`src/rtl/common.sv`:
```
// Shared types and constants for the flash loader.
package common;

  typedef enum logic [3:0] {
    IDLE,
    ADDR0,
    ADDR1,
    CNT0,
    CNT1,
    DATA,
    WRITE,
    CSUM,
    ERR
  } loader_state_t;

  localparam logic [7:0] LOADER_SYNC = 8'hA5;

endpackage

```
`src/rtl/flash_loader.sv`:
```
// Framed byte stream to word writes on the core flash port.
// Holds the core in reset while a frame is in progress.
module flash_loader
  import common::*;
#(
  parameter int WIDTH   = 32,
  parameter int TIMEOUT = 100000
) (
  input  logic             clk,
  input  logic             rst,
  input  logic [7:0]       rx_data,
  input  logic             rx_valid,
  output logic             rx_ready,
  output logic [WIDTH-1:0] flash_addr,
  output logic [WIDTH-1:0] flash_data,
  output logic             flash_en,
  output logic             cpu_rst,
  output logic             busy,
  output logic             done,
  output logic             err
);

  loader_state_t state, next;

  logic [15:0] base;
  logic [15:0] cnt;
  logic [15:0] idx;
  logic [1:0]  bcnt;
  logic [31:0] word;
  logic [7:0]  csum;
  logic [31:0] tcnt;
  logic        acc;
  logic        expired;

  assign rx_ready = (state != WRITE) && (state != ERR);
  assign acc      = rx_valid && rx_ready;
  assign cpu_rst  = rst | busy;

  // WRITE drops ready, so acc is never set there and idle time keeps counting
  assign expired = (state != IDLE) && (state != ERR) && !acc &&
                   (tcnt >= 32'(TIMEOUT - 1));

  always_ff @(posedge clk) begin
    if (rst) state <= IDLE;
    else     state <= next;
  end

  always_comb begin
    next = state;
    unique case (state)
      IDLE:  if (acc && rx_data == LOADER_SYNC) next = ADDR0;
      ADDR0: if (acc) next = ADDR1;
      ADDR1: if (acc) next = CNT0;
      CNT0:  if (acc) next = CNT1;
      CNT1: begin
        if (acc) begin
          if (base[1:0] != 2'b00)          next = ERR;
          else if ({rx_data, cnt[7:0]} == 16'd0) next = CSUM;
          else                              next = DATA;
        end
      end
      DATA:  if (acc && bcnt == 2'd3) next = WRITE;
      WRITE: next = (idx < cnt) ? DATA : CSUM;
      CSUM:  if (acc) next = IDLE;
      ERR:   next = IDLE;
      default: next = IDLE;
    endcase
    if (expired) next = ERR;
  end

  always_ff @(posedge clk) begin
    if (rst) begin
      base       <= '0;
      cnt        <= '0;
      idx        <= '0;
      bcnt       <= '0;
      word       <= '0;
      csum       <= '0;
      tcnt       <= '0;
      flash_en   <= 1'b0;
      flash_addr <= '0;
      flash_data <= '0;
      busy       <= 1'b0;
      done       <= 1'b0;
      err        <= 1'b0;
    end else begin
      flash_en <= 1'b0;
      if (state == IDLE || acc) tcnt <= '0;
      else                      tcnt <= tcnt + 32'd1;
      unique case (state)
        IDLE: begin
          if (acc && rx_data == LOADER_SYNC) begin
            busy <= 1'b1;
            done <= 1'b0;
            err  <= 1'b0;
            csum <= '0;
            idx  <= '0;
            bcnt <= '0;
          end
        end
        ADDR0: if (acc) base[7:0]  <= rx_data;
        ADDR1: if (acc) base[15:8] <= rx_data;
        CNT0:  if (acc) cnt[7:0]   <= rx_data;
        CNT1:  if (acc) cnt[15:8]  <= rx_data;
        DATA: begin
          if (acc) begin
            csum <= csum ^ rx_data;
            word <= {rx_data, word[31:8]};
            bcnt <= bcnt + 2'd1;
            if (bcnt == 2'd3) begin
              flash_en   <= 1'b1;
              flash_data <= WIDTH'({rx_data, word[31:8]});
              flash_addr <= WIDTH'({16'd0, base}) +
                            WIDTH'({14'd0, idx, 2'b00});
              idx        <= idx + 16'd1;
            end
          end
        end
        CSUM: begin
          if (acc) begin
            busy <= 1'b0;
            done <= (rx_data == csum);
            err  <= (rx_data != csum);
          end
        end
        ERR:   busy <= 1'b0;
        default: ;
      endcase
      // Errors become visible while ERR is occupied, busy drops after it
      if (next == ERR && state != ERR) err <= 1'b1;
    end
  end

endmodule

```
`config.mk`:
```
export PLATFORM = sky130hd
export DESIGN_NAME = flash_loader
export DESIGN_NICKNAME = d
export VERILOG_FILES = /design/src/rtl/common.sv /design/src/rtl/flash_loader.sv
export SDC_FILE = /design/constraint.sdc
export NUM_CORES = 1
export LEC_CHECK = 0
export CAP_MARGIN = 0
export CORE_UTILIZATION = 61
export CTS_BUF_LIST = sky130_fd_sc_hd__clkbuf_8
export CTS_CLUSTER_SIZE = 28
export DETAILED_ROUTE_END_ITERATION = 6
export PLACE_DENSITY = 0.85
export SETUP_SLACK_MARGIN = 0.1
export SLEW_MARGIN = 5
export SYNTH_ARGS = -nofsm -noshare
export SYNTH_HDL_FRONTEND = slang
export SYNTH_SLANG_ARGS = --single-unit
```
`constraint.sdc`:
```
create_clock -name clk -period 4.44 [get_ports clk]
set_input_delay 0.888 -clock clk [delete_from_list [all_inputs] [get_ports clk]]
set_output_delay 0.888 -clock clk [all_outputs]
set_load 0.01 [all_outputs]
```
Word-level counts from Yosys, hierarchy flattened
Cells that the tools add are included.
{"block": "op_classes", "add_sub_neg": 4, "mul": 0, "div": 0, "order_cmp": 2, "n_eq_ne": 21, "shifts": 0, "n_mux": 32, "bitwise": 4, "reduce_logical": 31}
{"cell": "$mux 16", "n": 3}
{"cell": "$mux 4", "n": 9}
{"cell": "$add 32x1->32 const B", "n": 1}
{"cell": "$ge 32x17->1 const B", "n": 1}
{"cell": "$pmux 16 s2", "n": 1}
{"cell": "$pmux 4 s8", "n": 1}
{"cell": "$add 16x18->19", "n": 1}
{"cell": "$add 16x1->16 const B", "n": 1}
{"cell": "$eq 4x3->1 const B", "n": 4}
{"cell": "$logic_not 16->1", "n": 1}
{"cell": "$lt 16x16->1", "n": 1}
{"cell": "$mux 8", "n": 2}
{"cell": "$pmux 8 s2", "n": 1}
{"cell": "$reduce_and 3->1", "n": 5}
{"cell": "$reduce_and 2->1", "n": 5}
{"cell": "$eq 4x2->1 const B", "n": 2}
{"cell": "$eq 4x4->1 const B", "n": 2}
{"cell": "$eq 8x8->1", "n": 1}
{"cell": "$eq 8x8->1 const B", "n": 1}
{"cell": "$logic_and 1x1->1", "n": 8}
{"cell": "$mux 2", "n": 4}
{"cell": "$ne 2x2->1 const B", "n": 4}
{"cell": "$ne 8x8->1", "n": 1}
{"cell": "$xor 8x8->8", "n": 1}
{"cell": "22 further kinds", "n": 33}
{"block": "word_totals", "register_bits": 194, "latchBits": 0, "ram_bits": 0, "rom_bits": 0, "elab_cells": 110, "mem_count": 0}

Depth between registers and ports, before layout
Gate-level depths: netlist (run 1).
{"block": "depth", "ltp_word": 11, "ltp_mapped": 9}

Worst setup path before layout (run 1)
OpenSTA, ideal clock, no wires.
{"block": "synth_path", "path_type": "input to register", "from": "input rx_data[3]", "to": "register idx[14]", "setup_ns": 0.128, "arrival_ns": 2.706, "required_time_ns": 4.312, "setup_slack_ns": 1.606, "cell_stages": 7, "n_path_buf": 1, "path_cell_list": "buf_2 -> or4_4 -> o32a_4 -> nand4b_4 -> or3_1 -> xnor2_1 -> nor2_1"}
{"block": "synth_via", "elab_chain_cells": 4}
{"item": "start: declaration", "line_no": "flash_loader.sv:11", "rtl": "input logic [7:0] rx_data,"}
{"item": "$eq 8x8->1", "line_no": "flash_loader.sv:92", "rtl": "if (acc && rx_data == LOADER_SYNC) begin"}
{"item": "$logic_and 1x1->1", "line_no": "flash_loader.sv:92"}
{"item": "$ne 2x2->1 (no line)"}
{"item": "$reduce_and 4->1 (no line)"}
{"item": "end signal: assignment", "line_no": "flash_loader.sv:115", "rtl": "idx <= idx + 16'd1;"}
{"item": "end: declaration", "line_no": "flash_loader.sv:27", "rtl": "logic [15:0] idx;"}
No other way between the ends.
A chain may end at the register's enable or synchronous reset.

Final worst setup path (run 1)
{"block": "layout_path", "from": "register state[3]", "to": "output rx_ready"}
{"block": "layout_via", "elab_chain_cells": 2, "elab_cells_between_ends": 3, "cone_classes": "eq/ne (2); reduce/logical (1)"}
{"item": "start: declaration", "line_no": "flash_loader.sv:23", "rtl": "loader_state_t state, next;"}
{"item": "start signal: assignment", "line_no": "flash_loader.sv:45", "rtl": "else state <= next;"}
{"item": "$ne 4x3->1 / $ne 4x4->1 (equally long branches)", "line_no": "flash_loader.sv:35", "rtl": "assign rx_ready = (state != WRITE) && (state != ERR);"}
{"item": "$logic_and 1x1->1 (*)", "line_no": "flash_loader.sv:35"}
{"item": "end: declaration", "line_no": "flash_loader.sv:13", "rtl": "output logic rx_ready,"}
Mark *: on every way between the ends. The rest lies on a longest branch, timed or not.

==> impl_results.md, run 1 <==
- Area grow syn2layout: 13.9%
- Pwr Density: slightly above 300 nW/um^2
- Routed Wire Length: roughly 19000 um
- Worst path required time: roughly 3600 ps
- Grt met1 use: 0.369
- 1st-pass router iterations: 5
- Leak pwr: between 3 and 4 nW
- TNS Setup: 0 ps
- YS warnings: 0
- Reg2Reg Setup Slack: between 1500 and 2000 ps
- F_max: around 0.29 GHz
- Overall power: about 2.8 mW
- Yosys cell types: 64
- Postcts setup bufs: 0
- Met2 Usage GRT: 0.467
- Fin. Hold Viols: 0
- Row Count: 41
- Number of global-route vias before repair: 6526
- Synth Flop Type: dfxtp_1
- Number of primary I/O pins: between 80 and 90
- Final core occ: 0.725
- Die height: approximately 120 um
- CP Max Fanout: 15
- Asr flop ratio synth: 0
- Total CTS buffers: 17
- Worst setup path category: reg2out
- Routed via count: between 7000 and 8000
- Post-route cell area: 9330 um^2
- CP Data Arrival Time: 2600 ps
- Setup crit start kind: flip-flop
- Slew @ Worst Pin: 998 ps
- Min cycle time layout: 3490 ps
- Global-route wire length before repair: between 30000 and 40000 um
- Drt wl/cell: about 16 um
- Synthesis-stage register bit count: around 170
- Clock-pin slew on the worst setup and hold paths: approximately 90 ps
- Gr usage total: 0.285
- Mapped Avg Cell Area: approximately 8.2 um^2
- Post-Route Skew: 9.82 ps
- Commonest non-fill, non-tap cell in the layout: dfxtp_1
- Synthesized area: 8200 um^2
- RSZ-0062 raised after global routing: no
- Die W: around 120 um
- Layout cell share with drive strength beyond 1: 0.0589
- Core Area: between 10000 and 15000 um^2
- Max clock buf depth: 2
- Post-CTS Hold Fix Bufs: 0
- Smallest hold slack: between 400 and 500 ps
- # diodes: 0
- Remaining global-route overflow: 0
- Final HPWL DP: roughly 13000 um
- Critical Path End Type: primary output
- Antenna violations before repair: 0
- Placed inst area: between 8000 and 9000 um^2
- Final Cycle Share: 0.786
- DR iter-0 viols: 580
- Root Driver: clkbuf_8
- Routed Antenna Nets: 0
- Post_cts resized: 0
- Max cap viols: 0
- Result of the run: finished, final reports clean
- Vias per inst: approximately 5.8
- Commonest cells after routing, fill and taps aside: dfxtp_1 (173), nand2_1 (157), nor2_1 (118), a21oi_1 (99), clkdlybuf4s50_1 (66)
- NumNets Final: ~1100
- Internal cell power: 2.15 mW
- Die ar.: between 10000 and 15000 um^2
- Sequential area share after synthesis: 0.423
- Fillers: 994
- Sw power: ~660 uW
- Initial Utilization: 0.637
- Setup Viol. Count Final: 0
- Flop pwr share: 0.551
- Net Sw Frac: 0.236
- Clk pwr share: 0.424
- Synthesized instance count: roughly 1000
- CTS H-tree lvls: 4
- Min-delay worst type: reg2reg
- Largest net degree at the start of global routing: 100
- Max-slew violation count: 0
- CTS tree: built
- Most Crowded Layer GR: met2
- Post-synth EDFFs: 0
- Clock Sinks: roughly 170
- Relative slew margins: 0.335
- Worst-Skew Late Latency: between 400 and 500 ps
- Met3 Resource Use GR: 0.0523
- RD Place Congestion: around 0.83
- VDD IR-drop max: around 260 uV
- Drt drc: 0
- Gate power share: 0.026
- PortBufs: 67
[sequential cells by signal (all words and copies together), names as in the netlist, 2 cells and up]
signal and count:
state 4, bcnt 2, cnt 16, flash_data 32, word 24, csum 8
idx 16, base 16, tcnt 32, flash_addr 19
[cell families (layout without fill, tap and decap cells)]
kind of cell | count (synthesis) | in the layout | synth area share
simple gates | 423 | 423 | 0.242
buf+inv | 112 | 151 | 0.0595
mux | 35 | 35 | 0.0429
xor+xnor | 55 | 55 | 0.0588
other cells | 1 | 13 | 0.000458
compound gates | 170 | 170 | 0.123
flops | 173 | 173 | 0.423
fa+ha+maj | 33 | 33 | 0.0513
[worst max-delay path: stages, from the launching register on]
cell	delay, ps
dfxtp_1	610
or3b_2	500
a21oi_2	290
inv_1	200
clkdlybuf4s50_1	530
[cells in the mapped netlist, types with 2 or more instances]
cell	n	area share
a31o_2	2	0.0021
or4_1	3	0.0027
buf_4	13	0.012
or3_1	10	0.0076
a31oi_1	8	0.0061
a41oi_1	2	0.0021
o2111ai_1	2	0.0021
nor4_1	10	0.0076
o22ai_1	2	0.0015
a21oi_1	99	0.060
nor3_1	22	0.013
o21a_1	3	0.0027
nand4_1	25	0.019
nor4b_1	4	0.0043
nor2_1	119	0.054
nor2b_1	6	0.0046
nand3b_1	3	0.0027
ha_1	32	0.049
a211oi_1	4	0.0037
o211ai_1	2	0.0018
a22oi_1	2	0.0018
nand3_1	27	0.016
buf_6	2	0.0027
nand2b_1	3	0.0023
a41o_1	2	0.0024
xnor2_1	33	0.035
nand2_1	158	0.072
o21ai_0	22	0.013
or4_4	2	0.0027
a21o_1	7	0.0064
or2_2	2	0.0015
buf_2	3	0.0018
inv_1	38	0.017
and2_1	5	0.0038
mux2i_1	34	0.042
and3_1	13	0.0099
and4_1	4	0.0043
xor2_1	22	0.024
clkbuf_1	55	0.025
dfxtp_1	173	0.42
[metrics by stage]
stage | setup WS [ps] | instances
2_1_floorplan | 1610 | 1014
3_3_place_gp | 948 | 1193
3_5_place_dp | 911 | 1193
4_1_cts | 966 | 1225
5_1_grt | 864 | 1225
6_report | 952 | 1225
[cell type report]
type                    instances  area (um^2)  share of cell area
inverters                      38          143              0.0153
clock buffers                  18          248              0.0265
multi-input cells             729         4300               0.461
repair buffers                 81          786              0.0842
clock inverters                14          179              0.0192
well taps                     172          215              0.0231
flip-flops and latches        173         3460               0.371
[path summary, 6_finish.rpt]
check | startpoint | end | cells after the start
max | state[3] | rx_ready | 4
min | flash_addr[18] | flash_addr[18] | 2
max reg2reg | state[2] | idx[14] | 6
min reg2reg | flash_addr[18] | flash_addr[18] | 2
[metal layers]
metal	wire, um	share of wire	up-vias
met3	1040	0.054	49
met5	0	0	-
met1	8590	0.44	3368
li1	-	-	3481
met4	511	0.026	0
met2	9220	0.48	223
[power groups by stage]
stage / clock [mW] / sequential, mW / combinational [mW]
6_report: 1.19 / 1.55 / 0.0721
5_1_grt: 1.27 / 1.55 / 0.0762
4_1_cts: 1.20 / 1.55 / 0.0703
3_5_place_dp: 0 / 1.59 / 0.0702
3_3_place_gp: 0 / 1.59 / 0.0701
2_1_floorplan: 0 / 1.59 / 0.0535
Note: power is estimated with default switching activity, not from simulation.
==> run 2: changes to the inputs <==
--- a/config.mk
+++ b/config.mk
@@ -6,11 +6,11 @@
 export NUM_CORES = 1
 export LEC_CHECK = 0
 export CAP_MARGIN = 0
-export CORE_UTILIZATION = 61
+export CORE_UTILIZATION = 54
 export CTS_BUF_LIST = sky130_fd_sc_hd__clkbuf_8
 export CTS_CLUSTER_SIZE = 28
 export DETAILED_ROUTE_END_ITERATION = 6
-export PLACE_DENSITY = 0.85
+export PLACE_DENSITY = 0.79
 export SETUP_SLACK_MARGIN = 0.1
 export SLEW_MARGIN = 5
 export SYNTH_ARGS = -nofsm -noshare
==> constraint.sdc (replaced) <==
create_clock -name clk -period 3 [get_ports clk]
set_input_delay 0.6 -clock clk [delete_from_list [all_inputs] [get_ports clk]]
set_output_delay 0.6 -clock clk [all_outputs]
set_load 0.01 [all_outputs]
==> impl_results.md, run 2 (synthesis gave the netlist of run 1 again) <==
- Result of the run: finished, violations left (was finished, final reports clean)
- Failing checks: design-rule violations
- Vias per inst: 5.65 (was 5.81)
- Largest net degree at the start of global routing: 70 (was 100)
- Min cycle time layout: roughly 2500 ps
- Gr usage total: 0.253 (was 0.285)
- Die ar.: 15700 um^2 (was 13900 um^2)
- Fin. Hold Viols: 0 (unchanged)
- VDD IR-drop max: 667 uV (was 264 uV)
- # diodes: 0 (unchanged)
- Slowest CP cell: or3b_2 (was dfxtp_1)
- PortBufs: 67 (unchanged)
- Leak pwr: 3.55 nW (was 3.48 nW)
- Layout cell share with drive strength beyond 1: 0.0731 (was 0.0589)
- Min-delay worst type: reg2reg (unchanged)
- Regs by FF count: flash_data x32, tcnt x32, word x24 (unchanged)
- Worst R2R End: idx[14] (unchanged)
- Number of primary I/O pins: 81 (unchanged)
- Post-Route Skew: 21.1 ps (was 9.82 ps)
- Postcts setup bufs: 0 (unchanged)
- Commonest cells after routing, fill and taps aside: dfxtp_1 (172), nand2_1 (157), nor2_1 (118), a21oi_1 (99), clkdlybuf4s50_1 (65) (was dfxtp_1 (173), nand2_1 (157), nor2_1 (118), a21oi_1 (99), clkdlybuf4s50_1 (66))
- Fillers: 1229 (was 994)
- Max cap viols: 0 (unchanged)
- Final Cycle Share: 0.841
- Routed Antenna Nets: 0 (unchanged)
- Critical Path Sink: rx_ready (unchanged)
- NumNets Final: 1098 (was 1084)
- Clock Sinks: 173 (unchanged)
- Worst reg2reg startpoint: state[2] (unchanged)
- DR iter-0 viols: 570 (was 580)
- Global-route wire length before repair: 31800 um (about the same)
- Reg2Reg Setup Slack: 540 ps (was 1750 ps)
- Placed inst area: 9030 um^2 (was 8910 um^2)
- RD Place Congestion: 0.883 (was 0.833)
- Worst-Skew Late Latency: 490 ps (was 480 ps)
- Total CTS buffers: 17 (unchanged)
- Clock-pin slew on the worst setup and hold paths: 120 ps (was 90 ps)
- CTS tree: built (unchanged)
- Setup Viol. Count Final: 0 (unchanged)
- Initial Utilization: 0.558 (was 0.637)
- Row Count: 44 (was 41)
- F_max: ~0.4 GHz
- Root Driver: clkbuf_8 (unchanged)
- Max-slew violation count: 0 (unchanged)
- Multi-input logic area: 4300 um^2 (unchanged)
- Routed Wire Length: 19300 um (was 19400 um)
- Post-CTS Hold Fix Bufs: 0 (unchanged)
- Post-route cell area: 9490 um^2 (was 9330 um^2)
- Placed Cells: 1219 (was 1193)
- Post_cts resized: 1 (was 0)
- Area grow syn2layout: 15.7% (was 13.9%)
- CTS H-tree lvls: 4 (unchanged)
- Die height: 125 um (was 118 um)
- Worst path required time: 2400 ps (was 3550 ps)
- Final HPWL DP: 13600 um (was 13200 um)
- Min-delay src: word[12] (was flash_addr[18])
- Critical Path End Type: primary output (unchanged)
- Drt wl/cell: 15.4 um (was 15.8 um)
- Worst setup path category: reg2out (unchanged)
- Die W: 125 um (was 118 um)
- Reg area: 3460 um^2 (about the same)
- Cell chain of the critical path: or3b_2, a21oi_2, inv_1, dlymetal6s2s_1 (was or3b_2, a21oi_2, inv_1, clkdlybuf4s50_1)
- Pwr Density: 441 nW/um^2 (was 302 nW/um^2)
- CP Data Arrival Time: 1920 ps (was 2600 ps)
- Relative slew margins: 0.593 (was 0.335)
- CP startpoint: state[1] (was state[3])
- Non-Filler Instances: 1251 (was 1225)
- Number of global-route vias before repair: 6669 (was 6526)
- Antenna violations before repair: 0 (unchanged)
- Max clock buf depth: 2 (unchanged)
- Drt drc: 12 (was 0)
- CP Max Fanout: 17 (was 15)
- Commonest non-fill, non-tap cell in the layout: dfxtp_1 (unchanged)
- Core Area: 14700 um^2 (was 12900 um^2)
- CP max stage delay: 500 ps (was 610 ps)
- Slew @ Worst Pin: 610 ps (was 998 ps)
- 1st-pass router iterations: 7 (was 5)
- FF-to-FF path depth: 6 (unchanged)
- Routed via count: 7072 (was 7121)
- Remaining global-route overflow: 0 (unchanged)
- RSZ-0062 raised after global routing: no (unchanged)
- Setup crit start kind: flip-flop (unchanged)
run 2: changes by cell type in the layout (fill, tap and decap cells not counted), moves of 3 or more:
cell | previous run | this run
buf_4 | 14 | 28
clkinv_8 | 0 | 7
inv_12 | 0 | 5
bufinv_16 | 3 | 0
inv_6 | 6 | 3
run 2: layer usage:
| metal | track usage | wire length (um) | vias to the layer above |
|---|---|---|---|
| met1 | 0.328 | 8710 | 3356 |
| met2 | 0.411 | 9150 | 180 |
| met3 | 0.0556 | 1010 | 31 |
| met5 | 0 | 0 | - |
| li1 | - | - | 3505 |
| met4 | 0.100 | 411 | 0 |
run 2: where the power goes:
part / total [mW] / switching, mW / leakage [nW] / internal [mW]
sequential: 2.30 / 0.000309 / 1.39 / 2.30
combinational: 0.121 / 0.0862 / 1.94 / 0.0345
clock: 1.77 / 1.09 / 0.221 / 0.680
run 2: worst min-delay path by stage:
stage / endpoint / slack [ps] / cells past startpoint
after floorplan: tcnt[0] / 430 / 1
final: flash_data[4] / 460 / 2
after CTS: flash_data[15] / 460 / 2
after detailed placement: flash_data[12] / 450 / 2
after global placement: flash_addr[11] / 440 / 2
after global routing: flash_addr[18] / 480 / 2
run 2: stage by stage:
| step | hold WS, ps | power, mW | util | setup slack [ps] | TNS [ps] |
|---|---|---|---|---|---|
| after global routing | 484 | 4.31 | 0.645 | 329 | 0 |
| after floorplan | 426 | 2.43 | - | 454 | 0 |
| after detailed placement | 447 | 2.47 | 0.614 | -36.5 | -36.5 |
| after global placement | 438 | 2.47 | 0.614 | 25.0 | 0 |
| final | 463 | 4.18 | 0.645 | 477 | 0 |
| after CTS | 464 | 4.21 | 0.645 | 139 | 0 |
run 2: layout make-up:
class	count	share of cell area
Clock inverter	15	0.0233
Clock buffer	17	0.0247
Timing Repair Buffer	95	0.0942
Sequential cell	173	0.365
Multi-Input combinational cell	729	0.453
Tap cell	184	0.0243
Inverter	38	0.0150
run 2: critical path: cells and delay by family, from the launching register on:
| kind | cells | cell delay [ps] |
|---|---|---|
| flops | 1 | 420 |
| compound gates | 1 | 160 |
| buf+inv | 2 | 360 |
| simple gates | 1 | 500 |
==> run 3: changes to the inputs <==
--- a/config.mk
+++ b/config.mk
@@ -6,11 +6,11 @@
 export NUM_CORES = 1
 export LEC_CHECK = 0
 export CAP_MARGIN = 0
-export CORE_UTILIZATION = 54
+export CORE_UTILIZATION = 59
 export CTS_BUF_LIST = sky130_fd_sc_hd__clkbuf_8
 export CTS_CLUSTER_SIZE = 28
 export DETAILED_ROUTE_END_ITERATION = 6
-export PLACE_DENSITY = 0.79
+export PLACE_DENSITY = 0.82
 export SETUP_SLACK_MARGIN = 0.1
 export SLEW_MARGIN = 5
 export SYNTH_ARGS = -nofsm -noshare
==> constraint.sdc (replaced) <==
create_clock -name clk -period 2.6 [get_ports clk]
set_input_delay 0.52 -clock clk [delete_from_list [all_inputs] [get_ports clk]]
set_output_delay 0.52 -clock clk [all_outputs]
set_load 0.01 [all_outputs]
==> impl_results.md, run 3 (synthesis gave the netlist of run 1 again) <==
- Result of the run: finished, final reports clean (was finished, violations left)
- Min cycle time layout: 2450 ps
- Antenna violations before repair: 1 (was 0)
- VDD IR-drop max: 325 uV (was 667 uV)
- 1st-pass router iterations: 7 (unchanged)
- Max-slew violation count: 0 (unchanged)
- Clock-pin slew on the worst setup and hold paths: 90 ps (was 120 ps)
- Grt met1 use: 0.367 (was 0.328)
- Die ar.: 14400 um^2 (was 15700 um^2)
- Setup crit start kind: primary input (was flip-flop)
- Routed Wire Length: 19700 um (was 19300 um)
- Min-delay worst type: in2reg (was reg2reg)
- Reg area: 3470 um^2 (was 3460 um^2)
- Row Count: 42 (was 44)
- Setup ws final: 152 ps (was 477 ps)
- Relative slew margins: 0.609 (was 0.593)
- Commonest non-fill, non-tap cell in the layout: dfxtp_1 (unchanged)
- Leak pwr: 3.62 nW (was 3.55 nW)
- RSZ-0062 raised after global routing: yes (was no)
- Largest net degree at the start of global routing: 121 (was 70)
- Max clock buf depth: 2 (unchanged)
- Layout cell share with drive strength beyond 1: 0.0876 (was 0.0731)
- PortBufs: 67 (unchanged)
- Total CTS buffers: 17 (unchanged)
- Placement Setup Slack: -321 ps (was -36.5 ps)
- Multi-input logic area: 4310 um^2 (was 4300 um^2)
- F_max: 0.409 GHz
- Routed via count: 7184 (was 7072)
- Vias per inst: 5.70 (was 5.65)
- Drt wl/cell: 15.7 um (was 15.4 um)
- CTS tree: built (unchanged)
- CTS H-tree lvls: 4 (unchanged)
- DR iter-0 viols: 635 (was 570)
- Initial Utilization: 0.612 (was 0.558)
- Post-Route Skew: 15.8 ps (was 21.1 ps)
- Worst-Skew Late Latency: 480 ps (was 490 ps)
- NumNets Final: 1116 (was 1098)
- Root Driver: clkbuf_8 (unchanged)
- Regs by FF count: flash_data x32, tcnt x32, word x24 (unchanged)
- Number of global-route vias before repair: 6691 (was 6669)
- Worst path required time: 2970 ps (was 2400 ps)
- Final HPWL DP: 13700 um (was 13600 um)
- Final Cycle Share: 0.941
- CP Max Fanout: 5 (was 17)
- Drt drc: 0 (was 12)
- Number of primary I/O pins: 81 (unchanged)
- TNS Setup: 0 ps (unchanged)
- Clock Sinks: 173 (unchanged)
- Met2 Usage GRT: 0.462 (was 0.411)
- Core Area: 13400 um^2 (was 14700 um^2)
- # diodes: 0 (unchanged)
- Most Crowded Layer GR: met2 (unchanged)
- Critical Path End Type: flip-flop (was primary output)
- Die W: 120 um (was 125 um)
- Die height: 120 um (was 125 um)
- Commonest cells after routing, fill and taps aside: dfxtp_1 (171), nand2_1 (157), nor2_1 (118), a21oi_1 (99), clkdlybuf4s50_1 (64) (was dfxtp_1 (172), nand2_1 (157), nor2_1 (118), a21oi_1 (99), clkdlybuf4s50_1 (65))
- Postcts setup bufs: 0 (unchanged)
- RD Place Congestion: 0.964 (was 0.883)
- Routed Antenna Nets: 0 (unchanged)
- Gr usage total: 0.283 (was 0.253)
- Slew @ Worst Pin: 586 ps (was 610 ps)
- Remaining global-route overflow: 0 (unchanged)
- Fillers: 1034 (was 1229)
- Pwr Density: 470 nW/um^2 (was 441 nW/um^2)
- Setup Viol. Count Final: 0 (unchanged)
- Area grow syn2layout: 16.7% (was 15.7%)
- CP Data Arrival Time: 2820 ps (was 1920 ps)
- Fin. Hold Viols: 0 (unchanged)
- Met3 Resource Use GR: 0.0608 (was 0.0556)
- Max cap viols: 0 (unchanged)
- Worst setup path category: in2reg (was reg2out)
- Global-route wire length before repair: 32000 um (was 31800 um)
## run 3: critical path: stages
cell	delay, ps
clkdlybuf4s50_1	430
or4_4	570
o32a_4	400
nand4b_4	210
buf_4	170
nor3_1	270
xnor2_1	170
nor2_1	50
## run 3: final timing paths
check	from	endpoint	slack (ps)	depth (start not counted)
worst max-delay path	rx_data[1]	idx[11]	150	8
worst min-delay path	rst	csum[0]	340	2
worst max register to register	idx[1]	flash_addr[13]	210	7
worst min register to register	word[14]	flash_data[6]	460	2
## run 3: routing by layer
layer | part of all wire | vias up
li1 | - | 3539
met1 | 0.46 | 3418
met2 | 0.47 | 193
met3 | 0.052 | 32
met4 | 0.021 | 2
met5 | 0.00066 | -
## run 3: per-stage QoR
stage                     hold WS (ps)  cells  cell area [um^2]  power (mW)   util
after floorplan                    426   1014              8240        2.80      -
after global placement             440   1229              9200        2.85  0.687
after detailed placement           446   1229              9200        2.85  0.687
after CTS                          322   1260              9550        4.50  0.713
after global routing               326   1260              9560        4.64  0.714
final                              345   1260              9560        4.50  0.714
## run 3: what timing repair did
item	4_1_cts	5_1_grt
resized for setup	3	4
hold buffers	0	0
endpoints found under the setup margin	1	4
pin swaps	0	1
## run 3: final cells by class
class,instances,area share
well taps,176,0.0230
multi-input cells,729,0.450
repair buffers,113,0.113
clock buffers,17,0.0245
clock inverters,14,0.0116
flip-flops and latches,173,0.362
inverters,38,0.0149
## run 3: power breakdown
part	internal (mW)	switching, mW
registers	2.65	0.000261
logic	0.0453	0.102
clock network	0.673	1.03
